`src/rtl/seq_bcd_seg_driver.sv`:
```
// Sequential binary-to-display driver for the board 7-segment bank.
// A value is accepted over valid/ready. In decimal mode it is converted to BCD with
// shift-add-3, one input bit per clock. In hex mode it is shown nibble by nibble.
// Registered BCD, active-low segments and overflow hold until the next result.
module seq_bcd_seg_driver #(
   parameter int WIDTH  = 8,
   parameter int DIGITS = 3
) (
   input  logic                  clk,
   input  logic                  rst_n,
   input  logic                  in_valid,
   output logic                  in_ready,
   input  logic [WIDTH-1:0]      in_data,
   input  logic                  in_hex,
   input  logic                  in_blank_lz,
   output logic                  out_valid,
   output logic [4*DIGITS-1:0]   bcd,
   output logic [7*DIGITS-1:0]   seg,
   output logic                  overflow
);

   localparam int BW = 4 * DIGITS;
   localparam int SW = 7 * DIGITS;
   localparam int PW = (WIDTH > BW) ? WIDTH : BW;
   localparam int CW = $clog2(WIDTH + 1);

   localparam logic [6:0] SEG_DARK = 7'b1111111;
   localparam logic [6:0] SEG_DASH = 7'b0111111;

   typedef enum logic [1:0] {
      IDLE,
      CONV,
      HEX
   } state_t;

   state_t            state_q, state_d;
   logic              ready_q, ready_d;
   logic              valid_q, valid_d;
   logic [BW-1:0]     bcd_q, bcd_d;
   logic [SW-1:0]     seg_q, seg_d;
   logic              ovf_q, ovf_d;
   logic [CW-1:0]     cnt_q, cnt_d;
   logic [BW-1:0]     scratch_q, scratch_d;
   logic [WIDTH-1:0]  data_q, data_d;
   logic              blank_q, blank_d;
   logic              acc_ovf_q, acc_ovf_d;

   logic [BW-1:0]     adj;
   logic              shift_out;
   logic [BW-1:0]     scratch_shift;
   logic [PW-1:0]     padded;
   logic              hex_ovf;

   // Active-low segment pattern of one nibble; letters only exist in hex mode
   function automatic logic [6:0] seg_lut(input logic [3:0] n, input logic hx);
      logic [6:0] s;
      case (n)
         4'h0: s = 7'b1000000;
         4'h1: s = 7'b1111001;
         4'h2: s = 7'b0100100;
         4'h3: s = 7'b0110000;
         4'h4: s = 7'b0011001;
         4'h5: s = 7'b0010010;
         4'h6: s = 7'b0000010;
         4'h7: s = 7'b1111000;
         4'h8: s = 7'b0000000;
         4'h9: s = 7'b0010000;
         4'hA: s = hx ? 7'b0001000 : SEG_DARK;
         4'hB: s = hx ? 7'b0000011 : SEG_DARK;
         4'hC: s = hx ? 7'b1000110 : SEG_DARK;
         4'hD: s = hx ? 7'b0100001 : SEG_DARK;
         4'hE: s = hx ? 7'b0000110 : SEG_DARK;
         default: s = hx ? 7'b0001110 : SEG_DARK;
      endcase
      return s;
   endfunction

   // Full segment bank: dashes on overflow, otherwise digits with optional
   // blanking of zeros above the most significant nonzero digit (digit 0 always lit)
   function automatic logic [SW-1:0] build_seg(input logic [BW-1:0] b, input logic hx,
                                               input logic bl, input logic ov);
      logic [SW-1:0] s;
      logic          lead;
      logic [3:0]    nib;
      s    = '1;
      lead = 1'b1;
      for (int k = DIGITS - 1; k >= 0; k--) begin
         nib = b[4*k +: 4];
         if (nib != 4'd0) lead = 1'b0;
         if (ov) s[7*k +: 7] = SEG_DASH;
         else if (bl && lead && (k != 0)) s[7*k +: 7] = SEG_DARK;
         else s[7*k +: 7] = seg_lut(nib, hx);
      end
      return s;
   endfunction

   // One shift-add-3 step of the scratch digits plus the hex view of the captured value
   always_comb begin
      adj = scratch_q;
      for (int k = 0; k < DIGITS; k++) begin
         if (adj[4*k +: 4] >= 4'd5) adj[4*k +: 4] = adj[4*k +: 4] + 4'd3;
      end
      shift_out     = adj[BW-1];
      scratch_shift = {adj[BW-2:0], data_q[WIDTH-1]};
      padded        = PW'(data_q);
      hex_ovf       = |(padded >> BW);
   end

   // Next-state and next-output logic for the IDLE/CONV/HEX controller
   always_comb begin
      state_d   = state_q;
      ready_d   = ready_q;
      valid_d   = 1'b0;
      bcd_d     = bcd_q;
      seg_d     = seg_q;
      ovf_d     = ovf_q;
      cnt_d     = cnt_q;
      scratch_d = scratch_q;
      data_d    = data_q;
      blank_d   = blank_q;
      acc_ovf_d = acc_ovf_q;
      case (state_q)
         IDLE: begin
            if (!ready_q) begin
               ready_d = 1'b1;
            end else if (in_valid) begin
               ready_d   = 1'b0;
               data_d    = in_data;
               blank_d   = in_blank_lz;
               scratch_d = '0;
               cnt_d     = '0;
               acc_ovf_d = 1'b0;
               state_d   = in_hex ? HEX : CONV;
            end
         end
         CONV: begin
            scratch_d = scratch_shift;
            data_d    = data_q << 1;
            acc_ovf_d = acc_ovf_q | shift_out;
            cnt_d     = cnt_q + CW'(1);
            if (cnt_q == CW'(WIDTH - 1)) begin
               state_d = IDLE;
               valid_d = 1'b1;
               bcd_d   = scratch_shift;
               ovf_d   = acc_ovf_q | shift_out;
               seg_d   = build_seg(scratch_shift, 1'b0, blank_q, acc_ovf_q | shift_out);
            end
         end
         HEX: begin
            state_d = IDLE;
            valid_d = 1'b1;
            bcd_d   = padded[BW-1:0];
            ovf_d   = hex_ovf;
            seg_d   = build_seg(padded[BW-1:0], 1'b1, blank_q, hex_ovf);
         end
         default: begin
            state_d = IDLE;
            ready_d = 1'b1;
         end
      endcase
   end

   // State and output registers; reset aborts any conversion and darkens the display
   always_ff @(posedge clk or negedge rst_n) begin
      if (!rst_n) begin
         state_q   <= IDLE;
         ready_q   <= 1'b1;
         valid_q   <= 1'b0;
         bcd_q     <= '0;
         seg_q     <= '1;
         ovf_q     <= 1'b0;
         cnt_q     <= '0;
         scratch_q <= '0;
         data_q    <= '0;
         blank_q   <= 1'b0;
         acc_ovf_q <= 1'b0;
      end else begin
         state_q   <= state_d;
         ready_q   <= ready_d;
         valid_q   <= valid_d;
         bcd_q     <= bcd_d;
         seg_q     <= seg_d;
         ovf_q     <= ovf_d;
         cnt_q     <= cnt_d;
         scratch_q <= scratch_d;
         data_q    <= data_d;
         blank_q   <= blank_d;
         acc_ovf_q <= acc_ovf_d;
      end
   end

   assign in_ready  = ready_q;
   assign out_valid = valid_q;
   assign bcd       = bcd_q;
   assign seg       = seg_q;
   assign overflow  = ovf_q;

endmodule

```
`config.mk`:
```
export PLATFORM = sky130hd
export DESIGN_NAME = seq_bcd_seg_driver
export DESIGN_NICKNAME = d
export VERILOG_FILES = /design/src/rtl/seq_bcd_seg_driver.sv
export SDC_FILE = /design/constraint.sdc
export NUM_CORES = 1
export LEC_CHECK = 0
export BUFFER_PORTS_ARGS = -buffer_cell sky130_fd_sc_hd__buf_2
export CAP_MARGIN = 30
export CORE_ASPECT_RATIO = 1.1
export CORE_MARGIN = 2
export CORE_UTILIZATION = 24
export DETAILED_ROUTE_END_ITERATION = 10
export GPL_ROUTABILITY_DRIVEN = 0
export PLACE_DENSITY = 0.48
export SETUP_SLACK_MARGIN = 0.4
export SLEW_MARGIN = 20
export SYNTH_ARGS = -nofsm -noshare
export SYNTH_HDL_FRONTEND = slang
export SYNTH_SLANG_ARGS = --single-unit
```
`constraint.sdc`:
```
create_clock -name clk -period 3.1 [get_ports clk]
set_input_delay 0.465 -clock clk [delete_from_list [all_inputs] [get_ports clk]]
set_output_delay 0.465 -clock clk [all_outputs]
set_load 0.02 [all_outputs]
```
Word level (Yosys, flattened, before mapping):

Memories as Yosys holds them, arrays and structs flattened.
Cells that the tools add are included.

* bits in registers: 64
* ROM bits: 672
* bits of input ports: 13
* output and inout port bits: 36
* word-level logic and storage cells: 93
* memories: 6

Memory list
* (no name shown): depth 16, bits a word 7, rd ports 1, clocked after memory_dff 0, write ports 0, line 57 `case (n)`
* (no name shown): depth 16, bits a word 7, rd ports 1, clocked after memory_dff 0, write ports 0, line 57
* (no name shown): depth 16, bits a word 7, rd ports 1, clocked after memory_dff 0, write ports 0, line 57
* (no name shown): depth 16, bits a word 7, rd ports 1, clocked after memory_dff 0, write ports 0, line 57
* (no name shown): depth 16, bits a word 7, rd ports 1, clocked after memory_dff 0, write ports 0, line 57
* (no name shown): depth 16, bits a word 7, rd ports 1, clocked after memory_dff 0, write ports 0, line 57

* add/subtract/negate cells: 4
* order comparisons: 3
* equality and inequality tests: 6
* mux-type cells: 47
* bitwise operators: 1
* reduce and logical (&&, ||, !) cells: 15

Operators with widths (number)
* 7-bit two-way mux: 7
* 12-bit case mux with 2 select lines: 2
* 21-bit case mux with 2 select lines: 1
* 12-bit two-way mux: 3
* 21-bit two-way mux: 1
* 4-bit two-way mux: 5
* 8-bit two-way mux: 2
* 8-bit case mux with 2 select lines: 1
* 1-bit two-way mux: 15
* 4-bit by 2-bit adder with 4-bit output (second input constant): 3
* 4-bit by 3-bit greater-or-equal comparator with 1-bit output (second input constant): 3
* 4-bit nonzero test: 3
* 3-bit AND reduction: 3
* 2-bit two-way mux: 4
* 1-bit case mux with 2 select lines: 4
* 4-bit case mux with 2 select lines: 1
* 2-bit inequality test (second input constant): 3
* 4-bit by 1-bit adder with 4-bit output (second input constant): 1
* 4-bit by 3-bit == test with 1-bit output (second input constant): 1
* 1-bit logical AND: 4
* 2-bit case mux with 2 select lines: 1
* 2-bit nonzero test: 2
* 2-bit by 1-bit == test with 1-bit output (second input constant): 1
* 2-bit == test (second input constant): 1
* 4 further kinds: 4

Depth between registers and ports, before layout:

Gate-level depths: netlist of the first run.

* word-level depth: 14
* gate-level depth with buffers: 13
* depth with buffers taken out: 13

Least setup slack after synthesis of the first run:

Ideal clock, no wire load.

* path kind: register -> register
* from: register scratch_q[9]
* to: register seg_q[13] (netlist: seg[13])
* setup time: 72 ps
* arrival time: 2462 ps
* required time: 3028 ps
* path slack: 566 ps
* cell stages (with the launch flop): 14
* buffers on the path: 0
* period minus slack after synthesis: 2534 ps
* cell sequence: dfrtp_1 -> inv_1 -> ha_1 -> nand2b_2 -> a21oi_4 -> xnor2_1 -> inv_2 -> ha_1 -> nand2_1 -> a221oi_1 -> nand2_1 -> and3_1 -> o31a_1 -> o21ai_1

* cells in the longest elaborated chain, start to end: 14
* elaborated cells on any way between the ends: 16
* classes of those cells: add/sub (1); order compare (1); mux (11); bitwise (1); reduce/logical (2)

RTL lines
* start, declared: line 43 `logic [BW-1:0] scratch_q, scratch_d;`
* start signal, assigned: line 185 `scratch_q <= scratch_d;`
* 4-bit by 2-bit adder with 4-bit output or 4-bit by 3-bit greater-or-equal comparator with 1-bit output (tied branches): line 101 `if (adj[4*k +: 4] >= 4'd5) adj[4*k +: 4] = adj[4*k +: 4] + 4'd3;`
* 4-bit two-way mux (*): line 101
* 4-bit nonzero test: line 89 `if (nib != 4'd0) lead = 1'b0;`
* 1-bit two-way mux: line 89
* 1-bit two-way mux: line 141 `if (cnt_q == CW'(WIDTH - 1)) begin`
* 1-bit two-way mux: line 122 `case (state_q)`
* 1-bit two-way mux: line 89
* 1-bit two-way mux: line 141
* 1-bit two-way mux: line 122
* 1-bit logical AND: line 91 `else if (bl && lead && (k != 0)) s[7*k +: 7] = SEG_DARK;`
* 7-bit two-way mux: line 91
* 7-bit two-way mux (*): line 90 `if (ov) s[7*k +: 7] = SEG_DASH;`
* 21-bit two-way mux (*): line 141
* 21-bit case mux with 2 select lines (*): line 122
* end signal, assigned: line 182 `seg_q <= seg_d;`
* end, declared: line 40 `logic [SW-1:0] seg_q, seg_d;`

Every way passes the cells marked *; elsewhere a longest branch is shown, timed or not. The select of a mux whose other input is x is not followed.
A chain may end at the register's enable or synchronous reset.

Final worst setup path of the first run:

* from: register scratch_q[8]
* to: register seg_q[15] (netlist: seg[15])

* cells in the longest elaborated chain, start to end: 11
* elaborated cells on any way between the ends: 14
* classes of those cells: add/sub (1); order compare (1); mux (8); bitwise (1); reduce/logical (2); memory (1)

RTL lines (line)
* 4-bit by 2-bit adder with 4-bit output or 4-bit by 3-bit greater-or-equal comparator with 1-bit output (tied branches): 101
* 4-bit two-way mux (*): 101
* 4-bit nonzero test: 89
* 1-bit two-way mux: 89
* 1-bit two-way mux: 141
* 1-bit two-way mux: 122
* 1-bit logical AND: 91
* 7-bit two-way mux: 91
* 7-bit two-way mux (*): 90
* 21-bit two-way mux (*): 141
* 21-bit case mux with 2 select lines (*): 122

Marked as above.

==> implementation parameters, run 1 <==
Parameter                              Value

Final layout
  Antenna Cells    0
  Fin nets    556
  Fraction of final layout cells sized beyond drive strength 1    26.7%
  Final design instance area without fill    5120 um2
  Final non-filler cell total    750
  Syn-to-layout area delta    23.6%

Synthesis
  Post-synthesis sequential area ratio    39.3%
  Portion of synthesized cell area occupied by the leading cell type    25.4%
  Number of instances in the synthesized netlist    455
  Share of the synthesized area in compound gates (AO/OA/AOI/OAI)    24.4%
  Number of flip-flops and latches in the synthesized netlist    64
  Leading cell type by number of instances after synthesis    nand2_1
  Number of warnings reported in the yosys synthesis log    0
  Synth Area per Inst    9.10 um2
  Dominant combinational cell family by area after synthesis    compound AO/OA/AOI/OAI gates
  Count of cell types in the netlist    64
  Cell types with the highest counts after synthesis    nand2_1, o21ai_0, dfrtp_1
  Post-synthesis share of cell area spent on xor and xnor gates    1.27%
  Post-synthesis simple-gate area fraction    14.5%
  Post-synthesis cell type with the largest combined area    dfrtp_1
  Share of async-settable or async-resettable flops after synthesis    100%
  Syn_nets    500
  EDFF count, synth    0
  Post-synthesis cell area    4140 um2
  Portion of netlist area occupied by mux cells    6.10%
  Biggest area contributors in the synthesized netlist    dfrtp_1, dfstp_2, ha_1, o21ai_0, nand2_1
  Synthesized-area fraction occupied by adder cells    9.91%
  Top_reg_cell synth    dfrtp_1

Clock tree
  Total of hold buffers inserted after clock tree synthesis    0
  Clock buffer count from CTS    9
  Number of H-tree levels    3
  Cell chosen for the clock root    clkbuf_16
  TritonCTS clock tree    done
  Clock slew seen by the registers of the worst setup and hold paths    60 ps
  Clock insertion delay at the later pin of the skew report    340 ps
  Longest Clk Path Bufs    2
  TritonCTS sink count    64

STA
  Maximum clock skew at final layout    7.78 ps
  Crit path time final    2570 ps
  Setup repair after global routing missed its margin    false
  Final Max Tran Viols    0
  Worst hold margin    70.8 ps
  Relative slew slack    54.0%
  Endpoints failing hold    0
  Fmax    389 MHz
  Tightest Pin Transition    670 ps
  Setup TNS    0 ps
  Period utilization    82.9%
  Total of endpoints with negative setup slack in the final report    0

Floorplanning
  Vert. Die Dim    142 um
  Die X-Extent    129 um
  Initial Utilization    24.4%
  Area of the core    17000 um2
  Full die area    18300 um2
  I/O pin total    49
  Count of standard-cell rows    50

Setup path
  Crit path required time    3370 ps
  Cell count of the worst reg-to-reg path    11
  Dominant delay contributor by cell family on the critical path    simple AND/OR/NAND/NOR gates
  Library cell contributing the largest single delay on the critical path    dfrtp_2
  Start-to-end type of the worst setup path    reg -> reg
  FF-to-FF Start    scratch_q[8]
  Startpoint type of the worst setup path    register
  WP data arrival    2840 ps
  Kind of end point of the critical path    register
  Critical Path End    seg[15]
  Cell depth of the worst setup path    11
  Reg-to-Reg End    seg[15]
  Crit-path cells    ha_1 -> nand2b_2 -> a21oi_4 -> xnor2_4 -> inv_2 -> ha_2 -> nand2_1 -> a221oi_2 -> buf_4 -> or3_4 -> a221o_1
  Number of buffers and inverters on the critical path    2
  Worst setup slack for register-to-register paths    530 ps
  Slowest Stage Delay on Critical Path    420 ps
  Critical path peak fanout    5
  Worst setup path startpoint    scratch_q[8]

Routing
  Starting DRT DRC Count    293
  Number of design rule violations left after detail routing    0
  Total via count in the routed design    3530
  Iteration count of the initial detailed-routing pass    4
  Average routed wire per standard cell    16.0 um
  Number of antenna-violating nets in the routed design    0
  Detailed Route WL    12000 um
  Drt via density    4.71

Place
  Total cell area at the placement stage    4680 um2
  Count of input and output buffers    48
  DP HPWL    8770 um
  Cells after DPL    726

Power and ir drop
  Peak ir drop on the vdd network    0.344 mV
  Static power due to leakage    2.22 nW
  Total power per unit cell area    955 nW/um2

Global routing
  Remaining global-route overflow    0
  First-pass GRT wire length    19600 um
  Global-route usage over all layers    13.9%
  Initial antenna violation count    0
  Pin count of the biggest net entering global routing    40
  Via count of the first global-routing pass    3540

Run status
  Result of the run    finished, final reports clean

Job
  Maxcap violations    0

Hold path
  Worst hold path type    in -> async
-- metal layers --
metal  track usage, %  vias to the layer above  part of all wire, %  wire length [um]
met5                0                        -                    0                 0
li1                 -                     1737                    -                 -
met1             18.2                     1715                   47              5610
met2             22.2                       64                   48              5810
met4             6.12                        0                  1.9               223
met3             2.56                       14                  3.0               356
-- cells in the final DEF (no fill, tap or decap), drive strengths merged, types with 4 or more instances in the layout --
cell type,count
buf,68
clkinv,4
clkbuf,9
nor2b,5
inv,26
a21oi,33
ha,32
xnor2,5
nor2,30
o21ai,52
o22ai,6
a22o,7
o31ai,6
nand3,9
o211ai,4
nand2,53
dfstp,22
dfrtp,42
o21a,4
a31oi,8
a22oi,7
mux2,5
mux2i,17
nand2b,13
-- sequential cells by signal, summed over array words and instances (netlist names) --
register	count
acc_ovf_q	1
bcd	12
blank_q	1
cnt_q	4
data_q	8
in_ready	1
out_valid	1
overflow	1
scratch_q	12
seg	21
state_q	2
-- worst min-delay path by stage --
stage	startpoint	end	depth (start not counted)
detailed placement	bcd[11]	bcd[11]	2
CTS	rst_n	scratch_q[10]	1
finish	rst_n	scratch_q[5]	1
floorplan	rst_n	acc_ovf_q	0
global placement	bcd[11]	bcd[11]	2
global route	rst_n	scratch_q[5]	1
-- kinds of logic (layout without fill, tap and decap cells) --
family	Yosys count	in the layout
DFF	64	64
buffers and inverters	49	110
and+or+nand+nor	126	126
AOI/OAI and AO/OA	154	154
adders and majority gates	33	33
muxes	23	23
xor gates and xnor gates	6	6
-- layout make-up --
| type | instances | area, um2 |
|---|---|---|
| multi-input combinational | 342 | 2390 |
| sequential | 64 | 1630 |
| tap | 234 | 293 |
| fill | 1805 | 11800 |
| clock buffer | 9 | 225 |
| clock inverter | 7 | 72.6 |
| inverter | 26 | 97.6 |
| timing repair buffer | 68 | 410 |
-- through the flow --
step           power, mW  utilization, %  setup slack (ps)
6_report            4.89            30.2               530
5_1_grt             5.27            30.2               388
4_1_cts             4.92            29.5               410
3_5_place_dp        3.85            27.6               151
3_3_place_gp        3.82            27.6               365
2_1_floorplan       3.11               -               566
-- power by group --
part | internal [mW] | total [mW] | switching [mW]
clock network | 0.622 | 1.04 | 0.417
logic | 0.893 | 2.29 | 1.40
registers | 1.22 | 1.56 | 0.334
total | 2.74 | 4.89 | 2.15
-- repair_timing --
item	4_1_cts	5_1_grt
hold endpoints to repair	0	0
endpoints found under the setup margin	11	10
gates resized for setup	5	10
buffers inserted	1	6
pin swaps	0	3
Note: power is estimated with default switching activity, not from simulation.
==> run 2, diff against run 1 <==
--- a/config.mk
+++ b/config.mk
@@ -5,6 +5,7 @@
 export SDC_FILE = /design/constraint.sdc
 export NUM_CORES = 1
 export LEC_CHECK = 0
+export ABC_AREA = 1
 export BUFFER_PORTS_ARGS = -buffer_cell sky130_fd_sc_hd__buf_2
 export CAP_MARGIN = 30
 export CORE_ASPECT_RATIO = 1.1
@@ -12,7 +13,7 @@
 export CORE_UTILIZATION = 24
 export DETAILED_ROUTE_END_ITERATION = 10
 export GPL_ROUTABILITY_DRIVEN = 0
-export PLACE_DENSITY = 0.48
+export PLACE_DENSITY = 0.49
 export SETUP_SLACK_MARGIN = 0.4
 export SLEW_MARGIN = 20
 export SYNTH_ARGS = -nofsm -noshare
==> constraint.sdc (replaced) <==
create_clock -name clk -period 2.1 [get_ports clk]
set_input_delay 0.315 -clock clk [delete_from_list [all_inputs] [get_ports clk]]
set_output_delay 0.315 -clock clk [all_outputs]
set_load 0.02 [all_outputs]
==> run 2 against run 1 <==
- worst setup slack lost 390 ps
- total power rose by 50%
- sequential power grew 38%
- clock-buffer cell count grew 7
- register-to-register slack lost 390 ps
- largest cell class unchanged
- largest power group unchanged
- highest routed layer unchanged
==> implementation parameters, run 2 <==
Parameter                              Value

Run status
  Result of the run    finished, final reports clean

Synthesis
  Syn_nets    593 (+19%)
  Share of async-settable or async-resettable flops after synthesis    100% (unchanged)
  Synth Area per Inst    7.60 um2 (-17%)
  Number of flip-flops and latches in the synthesized netlist    64 (unchanged)
  Number of instances in the synthesized netlist    548 (+20%)
  Post-synthesis sequential area ratio    39.1% (-0.21 points)
  EDFF count, synth    0 (unchanged)
  Top_reg_cell synth    dfrtp_1
  Number of warnings reported in the yosys synthesis log    0 (unchanged)
  Post-synthesis cell type with the largest combined area    dfrtp_1
  Biggest area contributors in the synthesized netlist    dfrtp_1, dfstp_2, nand2_1, ha_1, inv_1
  Portion of synthesized cell area occupied by the leading cell type    25.2% (-0.14 points)
  Leading cell type by number of instances after synthesis    nand2_1
  Count of cell types in the netlist    38 (-41%)
  Post-synthesis cell area    4160 um2 (+0.54%)
  Cell types with the highest counts after synthesis    nand2_1, inv_1, nor2_1

Clock tree
  Clock slew seen by the registers of the worst setup and hold paths    50 ps (about the same)
  Number of H-tree levels    3 (unchanged)
  TritonCTS sink count    64 (unchanged)
  TritonCTS clock tree    done
  Longest Clk Path Bufs    2 (unchanged)
  Clock buffer count from CTS    9 (unchanged)
  Clock insertion delay at the later pin of the skew report    330 ps (about the same)
  Cell chosen for the clock root    clkbuf_16

Setup path
  Crit path required time    2360 ps (-1010 ps)
  Number of buffers and inverters on the critical path    5 (+3)
  Startpoint type of the worst setup path    register
  Crit-path cells    inv_2 -> ha_4 -> inv_4 -> nand2_4 -> nand4_1 -> nand2_4 -> buf_12 -> inv_4 -> ha_4 -> inv_2 -> nand2_2 -> nand3_2 -> nand3_1 -> nand2_1 -> a21oi_2
  Library cell contributing the largest single delay on the critical path    dfrtp_2
  Slowest Stage Delay on Critical Path    440 ps (+20 ps)
  WP data arrival    2220 ps (-620 ps)
  Critical path peak fanout    7 (+2)
  Dominant delay contributor by cell family on the critical path    simple AND/OR/NAND/NOR gates
  Kind of end point of the critical path    register
  FF-to-FF Start    scratch_q[8]
  Worst setup path startpoint    scratch_q[8]
  Start-to-end type of the worst setup path    reg -> reg

STA
  Tightest Pin Transition    422 ps (-248 ps)
  Setup TNS    0 ps (unchanged)
  Crit path time final    1960 ps (-609 ps)
  Total of endpoints with negative setup slack in the final report    0 (unchanged)
  Final Max Tran Viols    0 (unchanged)
  Relative slew slack    71.8% (+18 points)
  Period utilization    93.4% (+10 points)
  Fmax    510 MHz (+31%)
  Setup repair after global routing missed its margin    true
  Worst setup slack after layout    139 ps (-391 ps)
  Endpoints failing hold    0 (unchanged)
  Maximum clock skew at final layout    6.48 ps (-1.29 ps)

Final layout
  Syn-to-layout area delta    42.2%
  Number of inserted filler cells in the final layout    1772 (-1.8%)
  Largest register FFs    21 (unchanged)
  Fraction of final layout cells sized beyond drive strength 1    41.4% (+15 points)
  Antenna Cells    0 (unchanged)
  Most used cells in the layout excluding fill and tap cells    nand2_1, buf_4, buf_2, inv_1, nor2_1
  Area used by multi-input combinational logic    2690 um2 (+13%)
  Util after Layout    34.8% (+4.6 points)
  FF/Latch Area    1630 um2 (+0.23%)
  Fin nets    694 (+25%)
  Most common cell after layout, fill and taps aside    nand2_1

Power and ir drop
  Peak ir drop on the vdd network    0.609 mV (+77%)
  Part of the total power dissipated in the clock network    19.6% (-1.7 points)
  Final Total Pwr    7.33 mW (+50%)
  Static power due to leakage    2.84 nW (+28%)
  Internal Power    4.05 mW (+48%)
  Switching power total    3.28 mW (+53%)
  Fraction of power consumed by sequential logic    29.4% (-2.4 points)
  Net switching share of the total power    44.7% (+0.73 points)
  Total power per unit cell area    1240 nW/um2 (+30%)
  Share of power burned in combinational logic    51.0% (+4.1 points)

Floorplanning
  Initial Utilization    24.5% (+0.043 points)
  Full die area    18400 um2 (+0.53%)
  Count of standard-cell rows    50 (unchanged)
  Area of the core    17000 um2 (+0.37%)
  I/O pin total    49 (unchanged)
  Die X-Extent    130 um (+0.26%)
  Vert. Die Dim    142 um (+0.26%)

Global routing
  Remaining global-route overflow    0 (unchanged)
  Via count of the first global-routing pass    4124 (+16%)
  Global-route usage over all layers    13.6% (-0.22 points)
  First-pass GRT wire length    20100 um (+2.7%)
  Initial antenna violation count    0 (unchanged)
  Pin count of the biggest net entering global routing    65 (+63%)

Place
  Count of input and output buffers    48 (unchanged)
  DP HPWL    8510 um (-2.9%)
  Setup WS pre-CTS    86.9 ps (-64.5 ps)

Routing
  Total via count in the routed design    4119 (+17%)
  Drt via density    4.64 (-1.4%)
  Starting DRT DRC Count    248 (-15%)
  Detailed Route WL    12300 um (+2.7%)
  Number of antenna-violating nets in the routed design    0 (unchanged)
  Number of design rule violations left after detail routing    0 (unchanged)
  Average routed wire per standard cell    13.9 um (-13%)
  Iteration count of the initial detailed-routing pass    5 (+1)

Job
  Maxcap violations    0 (unchanged)

Hold path
  Worst hold path type    in -> reg
  Worst hold path startpoint    in_hex
## run 2: cell types whose count changed after synthesis, sizes merged, moves of 11 or more
cell / delta
nand2b: -13
buf: +11
clkbuf: -15
o21ai: -21
nand4: +12
nor2: +24
nand3: +29
inv: +41
nand2: +91
o22ai: +12
mux2i: -17
## run 2: final cells by class
type,instances,area share [%]
tap,234,4.94
sequential,64,27.6
timing repair buffer,109,12.8
inverter,67,4.54
multi-input combinational,398,45.4
clock buffer,16,4.75
## run 2: kinds of logic (layout without fill, tap and decap cells)
kind of cell / Yosys count / count (layout) / synth area share [%]
AOI/OAI and AO/OA: 113 / 113 / 16.1
adders and majority gates: 32 / 32 / 9.62
buffers and inverters: 86 / 192 / 8.14
DFF: 64 / 64 / 39.1
and+or+nand+nor: 253 / 253 / 27.0
## run 2: timing repair
item                                   4_1_cts  5_1_grt
endpoints found under the hold margin        5        0
setup endpoints to repair                   31       37
cloned                                       0        0
gates resized for setup                     46       69
hold buffers                                 1        0
setup buffers                               26       22
pin swaps                                   15       36
## run 2: worst register-to-register path: stages (launching register included)
cell and delay [ps]:
dfrtp_2 440, inv_2 90, ha_4 140, inv_4 40, nand2_4 70, nand4_1 150
nand2_4 160, buf_12 110, inv_4 30, ha_4 240, inv_2 30, nand2_2 60
nand3_2 50, nand3_1 80, nand2_1 60, a21oi_2 130
## run 2: path summary, 6_finish.rpt
check | slack [ps] | depth (start not counted) | to
worst min register to register | 470 | 2 | overflow
worst max register to register | 140 | 15 | seg[17]
worst max-delay path | 140 | 15 | seg[17]
min in group asynchronous | 530 | 3 | scratch_q[11]
max in group asynchronous | 1230 | 3 | seg[0]
worst min-delay path | 200 | 2 | state_q[0]
## run 2: power groups by stage
stage	registers (mW)	logic, mW	clock network (mW)
detailed placement	2.16	3.22	0
global route	2.21	4.16	1.54
global placement	2.14	3.20	0
CTS	2.14	3.39	1.48
finish	2.15	3.74	1.44
floorplan	2.38	1.99	0
## run 2: routing by layer
metal	global-route usage [%]	wire length (um)	vias up
met1	18.2	5720	1975
met2	21.9	5930	95
met3	2.82	474	16
met5	0	0	-
met4	4.58	193	0
li1	-	-	2033
## run 2: stage by stage
step           cells  area [um2]  hold slack, ps
2_1_floorplan    548        4270            19.4
3_3_place_gp     823        4810             360
3_5_place_dp     823        4810             362
4_1_cts          866        5470             184
5_1_grt          888        5920             181
6_report         888        5920             196
